$ cat config.mk
export PLATFORM = sky130hd
export DESIGN_NAME = frame_wr_ctrl
export DESIGN_NICKNAME = d
export VERILOG_FILES = /design/src/rtl/frame_wr_ctrl_pkg.sv /design/src/rtl/frame_beat_calc.sv /design/src/rtl/frame_wr_ctrl.sv
export SDC_FILE = /design/constraint.sdc
export NUM_CORES = 1
export LEC_CHECK = 0
export BUFFER_PORTS_ARGS = -buffer_cell sky130_fd_sc_hd__clkbuf_2
export CORE_ASPECT_RATIO = 2
export CORE_MARGIN = 3
export CORE_UTILIZATION = 50
export CTS_CLUSTER_DIAMETER = 100
export DETAILED_ROUTE_END_ITERATION = 6
export PLACE_DENSITY = 0.68
export SETUP_SLACK_MARGIN = 0.02
export SLEW_MARGIN = 20
export SYNTH_ARGS = -nofsm -noshare
export SYNTH_HDL_FRONTEND = slang
export SYNTH_SLANG_ARGS = --single-unit
$ cat constraint.sdc
create_clock -name ddr_clk -period 10.6 [get_ports ddr_clk]
set_input_delay 1.06 -clock ddr_clk [delete_from_list [all_inputs] [get_ports ddr_clk]]
set_output_delay 1.06 -clock ddr_clk [all_outputs]
set_load 0.05 [all_outputs]
$ cat src/rtl/frame_wr_ctrl_pkg.sv
// Frame-buffer shared definitions: beat sizing, state encoding and helpers.
// Used by both the write-side and read-side frame controllers.
package frame_wr_ctrl_pkg;

    localparam int AXI_DATA_WIDTH_DEF = 256;
    localparam int AXI_BYTES          = AXI_DATA_WIDTH_DEF / 8;
    localparam int BEAT_W             = 24;

    typedef enum logic [2:0] {
        ST_IDLE,
        ST_CALC,
        ST_WAIT_DATA,
        ST_REQ,
        ST_WAIT_DONE,
        ST_SWITCH
    } fb_state_e;

    function automatic int axi_bytes(input int data_width);
        return data_width / 8;
    endfunction

endpackage

$ cat src/rtl/frame_beat_calc.sv
// Frame sizing: beats per line (ceil of line bytes over beat bytes) and beats
// per frame, registered once when load is asserted.
module frame_beat_calc
    import frame_wr_ctrl_pkg::*;
#(
    parameter int VID_DATA_WIDTH = 16,
    parameter int BYTES_PER_BEAT = AXI_BYTES
) (
    input  logic              clk,
    input  logic              rst,
    input  logic              load,
    input  logic [10:0]       width,
    input  logic [10:0]       height,
    output logic [BEAT_W-1:0] line_beats,
    output logic [BEAT_W-1:0] total_beats
);

    logic [31:0]       line_bytes;
    logic [BEAT_W-1:0] lb_c;
    logic [BEAT_W-1:0] tb_c;

    assign line_bytes = ({21'd0, width} * 32'(VID_DATA_WIDTH)) >> 3;
    assign lb_c       = BEAT_W'((line_bytes + 32'(BYTES_PER_BEAT - 1)) / 32'(BYTES_PER_BEAT));
    assign tb_c       = lb_c * BEAT_W'(height);

    always_ff @(posedge clk) begin
        if (rst) begin
            line_beats  <= '0;
            total_beats <= '0;
        end else if (load) begin
            line_beats  <= lb_c;
            total_beats <= tb_c;
        end
    end

endmodule

$ cat src/rtl/frame_wr_ctrl.sv
// Write-side frame controller: slices each frame into FIFO-paced AXI write
// bursts from the current bank base, then requests a write-bank switch.
module frame_wr_ctrl
    import frame_wr_ctrl_pkg::*;
#(
    parameter int VID_DATA_WIDTH = 16,
    parameter int AXI_DATA_WIDTH = 256,
    parameter int BURST_LEN      = 64,
    parameter int CNT_W          = 12
) (
    input  logic             ddr_clk,
    input  logic             rst,
    input  logic [10:0]      MAX_VID_WIDTH,
    input  logic [10:0]      MAX_VID_HIGHT,
    input  logic             frame_start,
    input  logic [31:0]      wr_start_addr,
    output logic             wr_sw,
    input  logic             wr_sw_ack,
    input  logic [CNT_W-1:0] fifo_rd_cnt,
    output logic             burst_req,
    input  logic             burst_ready,
    output logic [31:0]      burst_addr,
    output logic [7:0]       burst_len,
    input  logic             burst_done,
    output logic             frame_done,
    output logic             frame_skip,
    output logic             busy
);

    localparam int                BYTES     = axi_bytes(AXI_DATA_WIDTH);
    localparam logic [BEAT_W-1:0] BURST_MAX = BEAT_W'(BURST_LEN);

    fb_state_e         state, state_nx;
    logic [31:0]       cur_addr;
    logic [BEAT_W-1:0] remaining, line_beats, total_beats, n_beats;
    logic [8:0]        n_reg;
    logic              load, data_ok, hs, empty_frame;
    logic              req_d, sw_d, busy_d, done_d, skip_d;

    assign load        = (state == ST_IDLE) && frame_start;
    assign n_beats     = (remaining < BURST_MAX) ? remaining : BURST_MAX;
    assign data_ok     = BEAT_W'(fifo_rd_cnt) >= n_beats;
    assign hs          = (state == ST_REQ) && burst_ready;
    assign empty_frame = (line_beats == '0) || (total_beats == '0);

    frame_beat_calc #(
        .VID_DATA_WIDTH (VID_DATA_WIDTH),
        .BYTES_PER_BEAT (BYTES)
    ) u_calc (
        .clk         (ddr_clk),
        .rst         (rst),
        .load        (load),
        .width       (MAX_VID_WIDTH),
        .height      (MAX_VID_HIGHT),
        .line_beats  (line_beats),
        .total_beats (total_beats)
    );

    always_ff @(posedge ddr_clk) begin
        if (rst) state <= ST_IDLE;
        else     state <= state_nx;
    end

    always_comb begin
        state_nx = state;
        case (state)
            ST_IDLE:      if (frame_start) state_nx = ST_CALC;
            ST_CALC:      state_nx = empty_frame ? ST_SWITCH : ST_WAIT_DATA;
            ST_WAIT_DATA: if (data_ok) state_nx = ST_REQ;
            ST_REQ:       if (burst_ready) state_nx = ST_WAIT_DONE;
            ST_WAIT_DONE: if (burst_done) state_nx = (remaining != '0) ? ST_WAIT_DATA : ST_SWITCH;
            ST_SWITCH:    if (wr_sw_ack) state_nx = ST_IDLE;
            default:      state_nx = ST_IDLE;
        endcase
    end

    // Outputs are decoded from the next state and registered, so nothing
    // combinational reaches a port.
    always_comb begin
        req_d  = (state_nx == ST_REQ);
        sw_d   = (state_nx == ST_SWITCH);
        busy_d = (state_nx != ST_IDLE);
        done_d = (state == ST_SWITCH) && wr_sw_ack;
        skip_d = (state != ST_IDLE) && frame_start;
    end

    always_ff @(posedge ddr_clk) begin
        if (rst) begin
            burst_req  <= 1'b0;
            wr_sw      <= 1'b0;
            busy       <= 1'b0;
            frame_done <= 1'b0;
            frame_skip <= 1'b0;
        end else begin
            burst_req  <= req_d;
            wr_sw      <= sw_d;
            busy       <= busy_d;
            frame_done <= done_d;
            frame_skip <= skip_d;
        end
    end

    always_ff @(posedge ddr_clk) begin
        if (rst) begin
            cur_addr   <= '0;
            remaining  <= '0;
            n_reg      <= '0;
            burst_addr <= '0;
            burst_len  <= '0;
        end else begin
            if (load)
                cur_addr <= wr_start_addr;
            if (state == ST_CALC)
                remaining <= total_beats;
            if (state == ST_WAIT_DATA && data_ok) begin
                burst_addr <= cur_addr;
                burst_len  <= 8'(n_beats - 1'b1);
                n_reg      <= 9'(n_beats);
            end
            // Linear addressing; the 32-bit add wraps naturally.
            if (hs) begin
                cur_addr  <= cur_addr + 32'(n_reg) * 32'(BYTES);
                remaining <= remaining - BEAT_W'(n_reg);
            end
        end
    end

endmodule

After elaboration in Yosys (flattened, before gate mapping)
Index checks and enable logic that the tools add are counted.

cells by class
  reduce and logical (&&, ||, !) cells = 14
  mux-type cells = 13
  $lt $le $gt $ge = 2
  eq/ne operators = 7
  multiply operators = 1
  $add $sub $neg = 4

operators by type and width
  kind                   number
  $mux 24                3
  $mux 32                2
  $logic_not 24->1       2
  $add 32x14->32         1
  $ge 12x24->1           1
  $lt 24x7->1 const B    1
  $mul 24x11->24         1
  $reduce_bool 24->1     1
  $sub 24x9->24          1
  $mux 3                 7
  $pmux 3 s6             1
  $add 12x5->13 const B  1
  $eq 3x2->1 const B     3
  $eq 3x3->1 const B     3
  $sub 8x1->8 const B    1
  $reduce_bool 3->1      2
  $logic_and 1x1->1      5
  $reduce_bool 2->1      2
  $eq 3x1->1 const B     1
  $logic_not 3->1        1
  $logic_or 1x1->1       1

storage, ports and cells
  word-level logic and storage cells = 54
  flip-flop bits (word level) = 161
  output and inout port bits = 45
  bits of input ports = 72

Logic depth before layout (Yosys ltp)
  depth in word-level cells = 6
  depth in mapped cells = 25
  gate-level depth less buffers = 24

Modules after synthesis
A second synthesis with hierarchy kept.

second synthesis, totals
  cells, all modules = 1,259
  area, all modules = 10,545.1 sq um

by module, submodules not included
  module           instances  sequential area each (sq um)  area an instance (sq um)  cells an instance
  frame_wr_ctrl    1          2,262.2                       6,293.5                   767
  frame_beat_calc  1          540.5                         4,251.6                   492

Worst setup path before layout
OpenSTA, ideal clock, no wires.

  kind = input to register
  start = in MAX_VID_WIDTH[0]
  end = reg u_calc.total_beats[19]
  slack = 4,188 ps
  buffers on the path = 1
  setup time = 70 ps
  data required time = 10,530 ps
  stages on the path = 23
  arrival time = 6,341 ps
  cells stage by stage = nor4_1 -> nor2b_1 -> nand4_1 -> nor2_1 -> nand2_1 -> xor2_1 -> clkbuf_1 -> nor2b_1 -> fa_1 -> fa_1 -> fa_1 -> inv_1 -> fa_1 -> inv_1 -> ha_1 -> a21oi_1 -> nand2_1 -> nor4b_1 -> o21ai_0 -> a41oi_1 -> xnor2_1 -> nand2_1 -> a21oi_1

on the way
  longest elaborated chain between the ends = 2

RTL lines
  item                  line                   text
  from (decl)           frame_wr_ctrl.sv:13    input logic [10:0] MAX_VID_WIDTH,
  $add 12x5->13         frame_beat_calc.sv:23  assign lb_c = BEAT_W'((line_bytes + 32'(BYTES_PER_BEAT - 1)) / 32'(BYTES_PER_BEAT));
  $mul 24x11->24        frame_beat_calc.sv:24  assign tb_c = lb_c * BEAT_W'(height);
  to (signal assigned)  frame_beat_calc.sv:32  total_beats <= tb_c;
  to (decl)             frame_beat_calc.sv:15  output logic [BEAT_W-1:0] total_beats

Every way passes these cells.
A chain may end at the register's enable or synchronous reset.

Final worst setup path
Same ends and word-level chain as after synthesis.

==> results.md <==
* Status: finished, final reports clean
* Synthesized area per cell at around 8.3 µm²
* Final setup vio count at 0
* Fin crit period at slightly below 7000 ps
* Pint at ~1400 µW
* Rel. slew slack at about a third
* Hold Path Origin: cur_addr[2]$_SDFFE_PP0P_
* Combinational power share at a little under half
* DP Area at 10770 µm²
* Final Hold Fails at 0
* Unrepaired setup endpoints after global routing: false
* Startpoint Class: input pin
* WHS Endpoint: cur_addr[2]$_SDFFE_PP0P_
* Switching share of power at just over 40%
* Vias in the first global route at 8776
* Reg-to-Reg End: burst_addr[17]$_SDFFE_PP0P_
* First-pass GRT wire length at 40580 µm
* Die extent in y at about 210 µm
* Grt ovf at 0
* Max-Cap Viols at 0
* Post-synthesis cell type count at 63
* Die Width at approximately 110 µm
* Power Total at roughly 2400 µW
* Top Registers: burst_addr: 32 flops, cur_addr: 32 flops, remaining: 24 flops
* Max frequency at 143.7 MHz
* Leakage at between 0.004 and 0.005 µW
* Worst endpoint data arrival time at 7300 ps
* Worst VDD drop at 0.1587 mV
* Clock latency on the worst-skew pair at roughly 420 ps
* Synth top area share at 28.53%
* Fin util at around 60%
* Worst stage delay on the critical path at around 760 ps
* Io pins at approximately 120
* Vias at between 8000 and 9000
* CTS-repair resized insts at 0
* Commonest cells in the netlist: 142 x dfxtp_1, 115 x nand2_1, 112 x nor2_1, 102 x inv_1, 87 x a21oi_1
* # port buffers at 116
* Root Driver: clkbuf_16
* Sequential fraction of the synthesis area at between 20% and 30%
* Post-DP HPWL at about 18000 µm
* Max Buffers Root-to-Sink at 2
* Initial DRC Count at ~420
* CTS tree: built
* NetSw at around 1000 µW
* Drt pass-1 iters at 6
* Final Cell Area at roughly 11000 µm²
* PD cells at approximately 210 nW/µm²
* Clock power frac at 25.4%
* CP Capture Type: register
* Critical-path cell list: clkbuf_2 -> nor4_1 -> nor2b_1 -> nand4_1 -> nor2_1 -> nand2_1 -> xor2_1 -> nor2b_1 -> fa_1 -> fa_1 -> fa_1 -> inv_1 -> fa_1 -> inv_1 -> ha_1 -> a21oi_1 -> nand2_1 -> nor4b_1 -> o21ai_0 -> a41oi_1 -> xnor2_1 -> nand2_1 -> a21oi_1
* Reg2reg path depth at 16
* Pre-CTS setup slack at 3167 ps
* Total GRT Usage at a little under a quarter
* Count of hold-fix buffers inserted at cts at 0
* Routed WL at between 20000 and 25000 µm
* Setup Skew at just over 9 ps
* Core Rows at 72
* Worst path slowest cell: xor2_1
* Final nets at 1496
* Worst-path clk slew at around 60 ps
* CTS Buf Count at 17
* CP Data Required Time at 10940 ps
* Ys async rst share at 0%
* Synth area leader: dfxtp_1
* Clk sinks at about 140
* EDFF count, synth at 0
* Register bit total from synthesis at around 140
* Post-route clock period utilization at 65.63%
* Pin count of the biggest net entering global routing at 78
* Worst r2r src: remaining[16]$_SDFFE_PP0P_
* Hold path depth at 2
* HP Class: register to register
* Worst-Margin Slew at approximately 1000 ps
* CP Class: input pin to register
* N_diodes at 0
* RePlAce Congestion at roughly 0.89
* Top cell by count, worst path: fa_1
* Primary FF master, synth: dfxtp_1
* Core area at between 15000 and 20000 µm²
* Area delta synth->final at 14.34%
* Antenna violations before repair at 0
* Setup slack, reg-to-reg at 5870 ps
* Drc violations at 0
* Syn Inst Count at between 1000 and 1500
* Post-route setup TNS at 0 ps
* Routed Antenna Nets at 0
* Initial core utilization at between 50% and 60%
* Htree depth at 4
* Die area at about 22000 µm²
* Sequential power share at ~28%
* Worst path top cell family by delay: adder cells
* Final setup margin at between 3000 and 4000 ps
* Wirelength per Cell at 15.43 µm
* Slew Limit Fails at 0
* Top cells by area, synth: dfxtp_1 29%, fa_1 11%, ha_1 9.3%
* Cell with the most instances after synthesis: dfxtp_1
* Setup Fix Bufs, Post-CTS at 0
* Synth warn at 0
* Buf/Inv on CP at 3
* CP Max Fanout at 12
* Vias per inst at 5.540
* Share of post-route cells with drive strength above 1 at between 10% and 20%
* Cell area after synthesis at around 10000 µm²
==> kinds of logic (layout without fill, tap and decap cells) <==
| kind of cell | after synthesis | in the layout | synth area share, % |
|---|---|---|---|
| buffers and inverters | 161 | 263 | 6.128 |
| AOI/OAI and AO/OA | 234 | 234 | 14.91 |
| xor gates and xnor gates | 31 | 31 | 2.725 |
| muxes | 41 | 41 | 4.182 |
| other | 1 | 5 | 0.03764 |
| adders and majority gates | 130 | 130 | 20.55 |
| and+or+nand+nor | 461 | 461 | 22.94 |
| DFF | 142 | 142 | 28.53 |
==> cell usage in the layout (no fill, tap or decap), types with 22 or more instances in the layout <==
cell,instances
nor3_1,23
clkbuf_2,115
nor2_1,111
nand3_1,30
ha_1,74
fa_1,56
nand2_1,115
mux2i_1,36
xnor2_1,22
inv_1,102
nor2b_1,63
o21ai_0,26
a21oi_1,87
nand2b_1,27
dfxtp_1,142
==> power by group through the flow <==
stage                     logic (µW)  registers, µW  clock network (µW)
after floorplan                  865            708                   0
after global placement          1110            700                   0
after detailed placement        1140            702                   0
after CTS                       1150            692                 630
after global routing            1300            702                 652
final                           1130            693                 621
==> worst min-delay path: stages (launching register included) <==
cell and delay (ps):
dfxtp_1 310, nand2_1 50, a21oi_1 50
==> metal layers <==
layer	up-vias	wire, µm	part of all wire (%)	global-route usage, %
met2	181	13590	56	44.61
met4	0	1005	4.2	12.09
met5	-	0	0	0
met1	4129	8909	37	23.40
met3	66	652	2.7	2.669
li1	4300	-	-	-
==> through the flow <==
step / hold WS, ps / instances
after global placement: 444.3 / 1534
final: 456.4 / 1566
after global routing: 489.6 / 1566
after floorplan: 436.0 / 1205
after CTS: 460.1 / 1566
after detailed placement: 452.0 / 1534
==> worst max path at each step <==
stage / from / endpoint / slack [ps] / cells after the start
after CTS: MAX_VID_WIDTH[0] / u_calc.total_beats[19]$_SDFFE_PP0P_ / 3610 / 23
after detailed placement: MAX_VID_WIDTH[0] / u_calc.total_beats[19]$_SDFFE_PP0P_ / 3170 / 23
after global routing: MAX_VID_WIDTH[0] / u_calc.total_beats[19]$_SDFFE_PP0P_ / 3130 / 23
final: MAX_VID_WIDTH[0] / u_calc.total_beats[19]$_SDFFE_PP0P_ / 3640 / 23
after floorplan: MAX_VID_WIDTH[0] / u_calc.total_beats[19]$_SDFFE_PP0P_ / 4190 / 23
after global placement: MAX_VID_WIDTH[0] / u_calc.total_beats[19]$_SDFFE_PP0P_ / 3320 / 23
==> cell type report <==
type | instances | area [µm²]
clock buffer | 20 | 456.7
clock inverter | 12 | 161.4
fill | 1866 | 8066
inverter | 102 | 382.9
multi-input combinational | 902 | 6544
sequential | 142 | 2843
tap | 259 | 324.1
timing repair buffer | 129 | 680.7
No activity file was read; power rests on OpenSTA's default activity.
